**config.mk**
```make
export PLATFORM = sky130hd
export DESIGN_NAME = ps2_host_tx
export DESIGN_NICKNAME = d
export VERILOG_FILES = /design/src/rtl/ps2_host_tx.sv
export SDC_FILE = /design/constraint.sdc
export NUM_CORES = 1
export LEC_CHECK = 0
export CAP_MARGIN = 20
export CORE_MARGIN = 1.5
export CORE_UTILIZATION = 65
export CTS_CLUSTER_DIAMETER = 60
export CTS_CLUSTER_SIZE = 30
export DETAILED_ROUTE_END_ITERATION = 8
export DONT_BUFFER_PORTS = 1
export PLACE_DENSITY = 0.86
export RECOVER_POWER = 100
export SYNTH_ARGS = -nofsm -noshare
export SYNTH_HDL_FRONTEND = slang
export SYNTH_SLANG_ARGS = --single-unit
```
**constraint.sdc**
```tcl
create_clock -name clk -period 2.6 [get_ports clk]
set_clock_uncertainty 0.15 [all_clocks]
set_input_delay 0 -clock clk [delete_from_list [all_inputs] [get_ports clk]]
set_output_delay 0 -clock clk [all_outputs]
set_load 0.005 [all_outputs]
```
**src/rtl/ps2_host_tx.sv**
```systemverilog
`default_nettype none
// ============================================================================
// Module   : ps2_host_tx
// Brief    : Host-to-device PS/2 transmitter. Drives the open-collector PS/2
//            clock/data lines (through output enables) to send one command
//            byte to a keyboard. Bytes arrive on a valid/ready handshake and
//            completion/failure is reported with one-cycle pulses.
// Options  : PS2_TX_TIMEOUT_EN - compile in a per-transfer watchdog that
//            aborts to IDLE with tx_error after TIMEOUT_CYCLES clk cycles.
// Revision : 1.0 - initial release
// ============================================================================
module ps2_host_tx #(
   parameter int INHIBIT_CYCLES = 2500,
   parameter int TIMEOUT_CYCLES = 375000
) (
   input  logic       clk,
   input  logic       reset_n,
   input  logic [7:0] tx_data,
   input  logic       tx_valid,
   output logic       tx_ready,
   output logic       tx_done,
   output logic       tx_error,
   input  logic       ps2_clk_in,
   input  logic       ps2_data_in,
   output logic       ps2_clk_oe,
   output logic       ps2_data_oe
);

   // -------------------------------------------------------------------------
   // Constants and types
   // -------------------------------------------------------------------------
   localparam int c_inh_w = $clog2(INHIBIT_CYCLES + 1);
   localparam logic [c_inh_w-1:0] c_inh_last = c_inh_w'(INHIBIT_CYCLES - 1);

   // Index of the stop bit inside the 10-bit frame; once it is presented the
   // next device clock fall carries the acknowledge.
   localparam logic [3:0] c_stop_idx = 4'd9;
   localparam logic [3:0] c_ack_fall = 4'd11;

   typedef enum logic [2:0] {
      ST_IDLE    = 3'd0,
      ST_INHIBIT = 3'd1,
      ST_REQ     = 3'd2,
      ST_BITS    = 3'd3,
      ST_ACK     = 3'd4,
      ST_RELEASE = 3'd5
   } state_t;

   // -------------------------------------------------------------------------
   // Signals
   // -------------------------------------------------------------------------
   // Pin synchronizers (reset to the idle-high bus level)
   logic               r_clk_meta;
   logic               r_clk_sync;
   logic               r_clk_prev;
   logic               r_data_meta;
   logic               r_data_sync;

   // FSM and datapath state
   state_t             r_state;
   logic [9:0]         r_frame;
   logic [3:0]         r_bit_cnt;
   logic [c_inh_w-1:0] r_inh_cnt;
   logic               r_clk_oe;
   logic               r_data_oe;
   logic               r_tx_done;
   logic               r_tx_error;
   logic               r_ack_ok;
   logic               r_idle_seen;

   // Next-state values
   state_t             w_state_nxt;
   logic [9:0]         w_frame_nxt;
   logic [3:0]         w_bit_cnt_nxt;
   logic [c_inh_w-1:0] w_inh_cnt_nxt;
   logic               w_clk_oe_nxt;
   logic               w_data_oe_nxt;
   logic               w_done_nxt;
   logic               w_error_nxt;
   logic               w_ack_nxt;
   logic               w_idle_seen_nxt;

   // Decoded conditions
   logic               w_fall;
   logic               w_lines_idle;
   logic               w_accept;
   logic               w_timeout;

   // -------------------------------------------------------------------------
   // Input conditioning
   // -------------------------------------------------------------------------
   // Two-flop synchronizers on both pins plus a delayed clock copy for edges.
   always_ff @(posedge clk) begin
      if (!reset_n) begin
         r_clk_meta  <= 1'b1;
         r_clk_sync  <= 1'b1;
         r_clk_prev  <= 1'b1;
         r_data_meta <= 1'b1;
         r_data_sync <= 1'b1;
      end else begin
         r_clk_meta  <= ps2_clk_in;
         r_clk_sync  <= r_clk_meta;
         r_clk_prev  <= r_clk_sync;
         r_data_meta <= ps2_data_in;
         r_data_sync <= r_data_meta;
      end
   end

   // Device clock falling edge, seen two cycles after the pin moves.
   assign w_fall       = r_clk_prev & ~r_clk_sync;
   // Bus is idle when nobody pulls either line low.
   assign w_lines_idle = r_clk_sync & r_data_sync;

   // Ready only in IDLE and not during the completion/error pulse, so ready
   // rises the cycle after the pulse.
   assign tx_ready = (r_state == ST_IDLE) & ~r_tx_done & ~r_tx_error;
   assign w_accept = tx_valid & tx_ready;

   // -------------------------------------------------------------------------
   // Transfer watchdog
   // -------------------------------------------------------------------------
`ifdef PS2_TX_TIMEOUT_EN
   localparam int c_wdog_w = $clog2(TIMEOUT_CYCLES + 1);
   localparam logic [c_wdog_w-1:0] c_wdog_last = c_wdog_w'(TIMEOUT_CYCLES - 1);

   logic [c_wdog_w-1:0] r_wdog;

   // Counts every cycle spent outside IDLE, restarted on each accepted byte.
   always_ff @(posedge clk) begin
      if (!reset_n) begin
         r_wdog <= '0;
      end else if (w_accept) begin
         r_wdog <= '0;
      end else if (r_state != ST_IDLE) begin
         r_wdog <= r_wdog + 1'b1;
      end
   end

   // Fires on the TIMEOUT_CYCLES-th busy cycle so the abort lands exactly
   // TIMEOUT_CYCLES edges after acceptance.
   assign w_timeout = (r_state != ST_IDLE) && (r_wdog == c_wdog_last);
`else
   // Without the watchdog a silent device parks the block until reset.
   logic w_unused_timeout;
   assign w_unused_timeout = (TIMEOUT_CYCLES > 0);
   assign w_timeout        = 1'b0;
`endif

   // -------------------------------------------------------------------------
   // FSM
   // -------------------------------------------------------------------------
   // Next-state and next-output decode; line enables are registered so every
   // data change lands one cycle after the synchronized fall.
   always_comb begin
      w_state_nxt     = r_state;
      w_frame_nxt     = r_frame;
      w_bit_cnt_nxt   = r_bit_cnt;
      w_inh_cnt_nxt   = r_inh_cnt;
      w_clk_oe_nxt    = r_clk_oe;
      w_data_oe_nxt   = r_data_oe;
      w_done_nxt      = 1'b0;
      w_error_nxt     = 1'b0;
      w_ack_nxt       = r_ack_ok;
      w_idle_seen_nxt = 1'b0;

      case (r_state)
         ST_IDLE: begin
            w_clk_oe_nxt  = 1'b0;
            w_data_oe_nxt = 1'b0;
            w_ack_nxt     = 1'b0;
            if (w_accept) begin
               // Frame = {stop, odd parity, data}; bit 0 goes out first.
               w_frame_nxt   = {1'b1, ~^tx_data, tx_data};
               w_bit_cnt_nxt = 4'd0;
               w_inh_cnt_nxt = '0;
               w_clk_oe_nxt  = 1'b1;
               w_state_nxt   = ST_INHIBIT;
            end
         end

         ST_INHIBIT: begin
            // Hold the clock low; on the last inhibit cycle add the start
            // bit. The clock is released one cycle later from REQ.
            w_clk_oe_nxt  = 1'b1;
            w_inh_cnt_nxt = r_inh_cnt + 1'b1;
            if (r_inh_cnt == c_inh_last) begin
               w_data_oe_nxt = 1'b1;
               w_state_nxt   = ST_REQ;
            end
         end

         ST_REQ: begin
            w_clk_oe_nxt  = 1'b0;
            w_data_oe_nxt = 1'b1;
            if (w_fall) begin
               w_data_oe_nxt = ~r_frame[0];
               w_bit_cnt_nxt = 4'd1;
               w_state_nxt   = ST_BITS;
            end
         end

         ST_BITS: begin
            w_clk_oe_nxt = 1'b0;
            if (w_fall) begin
               // Fall n presents frame[n-1]; the stop bit (1) is a release.
               w_data_oe_nxt = ~r_frame[r_bit_cnt];
               w_bit_cnt_nxt = r_bit_cnt + 4'd1;
               if (r_bit_cnt == c_stop_idx) begin
                  w_state_nxt = ST_ACK;
               end
            end
         end

         ST_ACK: begin
            w_clk_oe_nxt  = 1'b0;
            w_data_oe_nxt = 1'b0;
            if (w_fall) begin
               w_bit_cnt_nxt = c_ack_fall;
               if (!r_data_sync) begin
                  w_ack_nxt = 1'b1;
               end else begin
                  w_error_nxt = 1'b1;
               end
               w_state_nxt = ST_RELEASE;
            end
         end

         ST_RELEASE: begin
            // Wait for both lines high two cycles in a row before finishing.
            w_clk_oe_nxt    = 1'b0;
            w_data_oe_nxt   = 1'b0;
            w_idle_seen_nxt = w_lines_idle;
            if (w_lines_idle && r_idle_seen) begin
               w_done_nxt  = r_ack_ok;
               w_ack_nxt   = 1'b0;
               w_state_nxt = ST_IDLE;
            end
         end

         default: begin
            w_clk_oe_nxt  = 1'b0;
            w_data_oe_nxt = 1'b0;
            w_ack_nxt     = 1'b0;
            w_state_nxt   = ST_IDLE;
         end
      endcase

      // Watchdog abort overrides whatever the current state decided,
      // including a fall arriving in the same cycle.
      if (w_timeout) begin
         w_clk_oe_nxt    = 1'b0;
         w_data_oe_nxt   = 1'b0;
         w_done_nxt      = 1'b0;
         w_error_nxt     = 1'b1;
         w_ack_nxt       = 1'b0;
         w_idle_seen_nxt = 1'b0;
         w_state_nxt     = ST_IDLE;
      end
   end

   // State, frame, counters and registered line enables / status pulses.
   always_ff @(posedge clk) begin
      if (!reset_n) begin
         r_state     <= ST_IDLE;
         r_frame     <= '0;
         r_bit_cnt   <= 4'd0;
         r_inh_cnt   <= '0;
         r_clk_oe    <= 1'b0;
         r_data_oe   <= 1'b0;
         r_tx_done   <= 1'b0;
         r_tx_error  <= 1'b0;
         r_ack_ok    <= 1'b0;
         r_idle_seen <= 1'b0;
      end else begin
         r_state     <= w_state_nxt;
         r_frame     <= w_frame_nxt;
         r_bit_cnt   <= w_bit_cnt_nxt;
         r_inh_cnt   <= w_inh_cnt_nxt;
         r_clk_oe    <= w_clk_oe_nxt;
         r_data_oe   <= w_data_oe_nxt;
         r_tx_done   <= w_done_nxt;
         r_tx_error  <= w_error_nxt;
         r_ack_ok    <= w_ack_nxt;
         r_idle_seen <= w_idle_seen_nxt;
      end
   end

   // -------------------------------------------------------------------------
   // Outputs
   // -------------------------------------------------------------------------
   assign ps2_clk_oe  = r_clk_oe;
   assign ps2_data_oe = r_data_oe;
   assign tx_done     = r_tx_done;
   assign tx_error    = r_tx_error;

endmodule
`default_nettype wire

```
Yosys cells after proc, flatten, opt, wreduce, memory -nomap -nowiden
Index checks and enable logic that the tools add are counted.
- bits in registers: 40
- input bits: 13
- output and inout port bits: 5
- logic and storage cells: 87
- add/subtract/negate cells: 2
- order comparisons: 1
- equal/unequal tests: 15
- multiplexer cells: 28
- bitwise operators: 11
- reductions and logical operators: 15
- operators with widths (kind ; count):
    12-bit one-hot mux with 2 select lines ; 1
    3-bit two-way mux ; 7
    3-bit one-hot mux with 6 select lines ; 1
    4-bit two-way mux ; 4
    2-bit != test, second input constant ; 8
    4-bit one-hot mux with 4 select lines ; 1
    12-bit by 1-bit adder with 12-bit output, second input constant ; 1
    12-bit == test, second input constant ; 1
    12-bit two-way mux ; 1
    1-bit two-way mux ; 9
    2-bit AND reduction ; 4
    8-bit XNOR reduction ; 1
    7-bit AND reduction ; 1
    3-bit by 2-bit == test with 1-bit output, second input constant ; 2
    3-bit == test, second input constant ; 2
    1-bit inverter ; 6
    1-bit one-hot mux with 3 select lines ; 2
    3-bit AND reduction ; 2
    1-bit bitwise AND ; 5
    4-bit by 5-bit < comparator with 1-bit output, second input constant ; 1
    5-bit AND reduction ; 1
    4-bit by 1-bit adder with 4-bit output, second input constant ; 1
    1-bit binary-select mux with 4-bit select ; 1
    4-bit == test, second input constant ; 1
    other kinds (8) ; 8

Longest topological paths before layout
- depth after elaboration: 6
- depth in mapped cells: 7
- mapped depth without buffers: 6

Worst setup path before layout
OpenSTA, ideal clock, no wires.
- kind: register to register
- from: register r_bit_cnt[0]
- to: register r_data_oe, in the netlist ps2_data_oe
- library setup time: 0.069 ns
- arrival time: 1.553 ns
- required time: 2.381 ns
- path slack: 0.829 ns
- cell stages (with the launch flop): 7
- buffers on the path: 1
- path through: dfxtp_1 > buf_6 > mux4_2 > or3_1 > a21oi_1 > nor4b_1 > o21ai_1
- cells in the longest elaborated chain, start to end: 5
- RTL lines (item ; line ; RTL):
    from (decl) ; 62 ; logic [3:0] r_bit_cnt;
    from (signal assigned) ; 277 ; r_bit_cnt <= w_bit_cnt_nxt;
    1-bit binary-select mux with 4-bit select ; 206 ; w_data_oe_nxt = ~r_frame[r_bit_cnt];
    1-bit two-way mux (implied by the code) ; 206 ;
    1-bit inverter ; 206 ;
    1-bit two-way mux ; 204 ; if (w_fall) begin
    1-bit one-hot mux with 3 select lines ; 166 ; case (r_state)
    to (signal assigned) ; 280 ; r_data_oe <= w_data_oe_nxt;
    to (decl) ; 65 ; logic r_data_oe;
No other way between the ends. The select of a mux whose other input is x is not followed.
A chain may end at the register's enable or synchronous reset.

Worst setup path in the final report
- from: register r_state[2]
- to: register r_frame[0]
- cells in the longest elaborated chain, start to end: 5
- RTL lines (item ; line ; RTL):
    from (decl) ; 60 ; state_t r_state;
    from (signal assigned) ; 275 ; r_state <= w_state_nxt;
    3-bit logical NOT (*) ; 116, 166 ;
    1-bit bitwise AND (2 in a row) ; 116 ; assign tx_ready = (r_state == ST_IDLE) & ~r_tx_done & ~r_tx_error;
    1-bit bitwise AND ; 117 ; assign w_accept = tx_valid & tx_ready;
    2-bit AND reduction (no line) (*) ; -- ;
    to (signal assigned) ; 276 ; r_frame <= w_frame_nxt;
    to (decl) ; 61 ; logic [9:0] r_frame;
Mark *: on every way between the ends. The rest lies on a longest branch, timed or not.

==> run summary <==
Status = finished, final reports clean
H-tree Lvls = 2
Fill count = 191
Syn_nets = 247
WL final = 4.52 mm
Ys Warns = 0
Clk pin slew, worst setup/hold paths = 120 ps
TritonCTS clock tree = done
RSZ-0062 raised after global routing = false
Yosys cell types = 52
Die Y = 58.4 um
Initial core utilization = 70.4%
F_max = 412 MHz
Flop pwr share = 41.4%
Vias = 1729
Startpoint types = register
Final worst slack = 171 ps
Final min period = 2430 ps
Drt via density = 6.29
CTS Buf Count = 5
Gate power share = 33.8%
Wl on met1 = 1.88 mm
Worst-skew pair later-pin latency = 350 ps
Residual DRC = 0
Core ar. = 2830 sq um
Worst slew margin = 62.7%
Crit end category = register
First-pass GRT wire length = 7.35 mm
Vias in the first global route = 1635
Max clock buf depth = 2
Placed Area = 1980 sq um
MaxCap Viol Count = 0
Initial antenna violation count = 0
Grt ovf = 0
CP peak stage delay = 560 ps
Int Pwr = 1280 uW
Clock power share = 24.8%
Sequential share of the synthesized area = 40.2%
Met3 wire length = 265 um
Full die area = 3410 sq um
Delay-heaviest family, CP = simple AND/OR/NAND/NOR gates
Largest net degree at the start of global routing = 27
Syn Area/Cell = 8.62 sq um
WP data required = 2750 ps
DR iter-0 viols = 166
DP Worst Slack = 460 ps
Die W = 58.4 um
Critical Path AT = 2580 ps
Commonest cells after routing, fill and taps aside = dfxtp_1 (40), nand2_1 (32), a21oi_1 (22)
Placer Congestion = 0.865
Final hold vios = 0
Worst-path fanout max = 15
Cell Chain, Critical Path = nor4_2, and3_1, nand2_1, a21oi_1, dlygate4sd3_1
Crit Path Category = register to register
VDD IR max = 0.563 mV
Gr usage total = 29.1%
Psw = 724 uW
Number of synthesized flops with an enable pin = 0
Slowest-stage cell, CP = and3_1
Final setup fails = 0
Sw Ratio = 36.1%
Area Growth Syn to Fin = 10.9%
Routed Antenna Nets = 0
Commonest non-fill, non-tap cell in the layout = dfxtp_1
Synth Cell Area = 1990 sq um
Nets = 260
Root Buffer = clkbuf_4
Final period util = 93.4%
Fin area = 2210 sq um
Max Slew Vio Count = 0
Sinks on Clock Net = 40
Total I/O pin count = 18
WP buf/inv = 1
Static Leak = 0.000798 uW
Power Dens Cells = 907 nW/um^2
Met2 routed WL = 2.25 mm
Fraction of registers with async set/reset = 0%
Yosys reg bits = 40
Hold Crit Class = primary input to register
Syn Inst Count = 231
Diodes inserted = 0
DR top layer = met4
Setup tns final = 0 ps
Detailed Routing Iterations Pass 1 = 5
Row count = 19
DP HPWL = 2.90 mm
Share of cells above drive strength 1 = 8.20%
Port bufs = 0
Most used DFF post-synth = dfxtp_1
DR WL/cell = 16.4 um
Worst Max-Slew Pin Slew = 558 ps
-- what timing repair did --
item	4_1_cts	5_1_grt
gates resized for setup	0	0
hold buffers	14	0
setup buffers	0	0
endpoints found under the hold margin	40	0
-- power by group through the flow --
stage / Combinational [uW] / Clock [uW] / Sequential, uW
5_1_grt: 738 / 527 / 840
6_report: 678 / 498 / 829
3_5_place_dp: 642 / 0 / 840
4_1_cts: 674 / 503 / 825
3_3_place_gp: 622 / 0 / 831
2_1_floorplan: 611 / 0 / 769
-- worst register-to-register path, stage by stage (launching register included) --
cell	delay (ps)
dfxtp_1	450
nor4_2	400
and3_1	560
nand2_1	120
a21oi_1	150
dlygate4sd3_1	550
-- final cells by class --
class,count,area (sq um),share of cell area [%]
inverter,6,25.0,1.13
multi-input combinational,173,1080,48.9
clock buffer,5,37.5,1.70
timing repair buffer,18,166,7.53
sequential,40,801,36.2
clock inverter,2,60.1,2.72
tap,31,38.8,1.76
-- cells by family (layout without fill, tap and decap cells) --
kind of cell | after synthesis | in the layout | share of synthesized area (%)
buffers and inverters | 18 | 31 | 5.53
adder cells (fa/ha/maj) | 3 | 3 | 1.88
XOR/XNOR | 10 | 10 | 4.40
flip-flops | 40 | 40 | 40.2
AND/OR/NAND/NOR | 99 | 99 | 26.8
AO/OA/AOI/OAI | 55 | 55 | 16.6
multiplexers | 6 | 6 | 4.65
-- worst paths after layout --
path | startpoint | endpoint | slack, ps | cells past startpoint
setup reg to reg | r_state[2]$_SDFFE_PN0P_ | r_frame[0]$_SDFFE_PN0P_ | 170 | 5
hold / removal | tx_valid | r_frame[8]$_SDFFE_PN0P_ | 50 | 3
setup / recovery | r_state[2]$_SDFFE_PN0P_ | r_frame[0]$_SDFFE_PN0P_ | 170 | 5
hold reg to reg | r_data_meta$_SDFF_PN1_ | r_data_sync$_SDFF_PN1_ | 280 | 1
-- per-stage QoR --
step | power [uW] | hold slack, ps | cells | utilization, %
after CTS | 2000 | 35.3 | 275 | 78.2
after floorplan | 1380 | -77.0 | 231 | -
after detailed placement | 1480 | -71.8 | 254 | 69.8
after global placement | 1450 | -75.4 | 254 | 69.8
after global routing | 2110 | 57.8 | 275 | 78.1
final | 2000 | 50.0 | 275 | 78.1
-- cell usage after synthesis (3+ instances only) --
cell | instances | area share (%)
dfxtp_1 | 40 | 40
nand2_1 | 32 | 6.0
a21oi_1 | 22 | 5.5
nor2_1 | 20 | 3.8
xnor2_1 | 10 | 4.4
nand2b_1 | 8 | 2.5
nand3_1 | 8 | 2.0
o21ai_1 | 8 | 2.0
nor3_1 | 5 | 1.3
a31oi_1 | 4 | 1.3
and3_1 | 4 | 1.3
buf_4 | 4 | 1.5
inv_1 | 4 | 0.75
o21ai_0 | 4 | 1.0
a211oi_1 | 3 | 1.1
buf_6 | 3 | 1.7
clkbuf_1 | 3 | 0.57
ha_1 | 3 | 1.9
mux2_1 | 3 | 1.7
o22ai_1 | 3 | 0.94
-- sequential cells by signal, summed over array words and instances, names as in the netlist --
name         cells
r_state          3
r_clk_prev       1
r_clk_meta       1
r_frame         10
r_clk_sync       1
r_bit_cnt        4
tx_error         1
r_data_sync      1
r_data_meta      1
r_inh_cnt       12
tx_done          1
ps2_data_oe      1
r_idle_seen      1
ps2_clk_oe       1
r_ack_ok         1
-- routing by layer --
layer	vias up	GRT usage, %
li1	840	-
met1	792	35.4
met2	82	48.0
met3	15	8.35
met4	0	12.6
met5	-	0
Note: power is estimated with default switching activity, not from simulation.
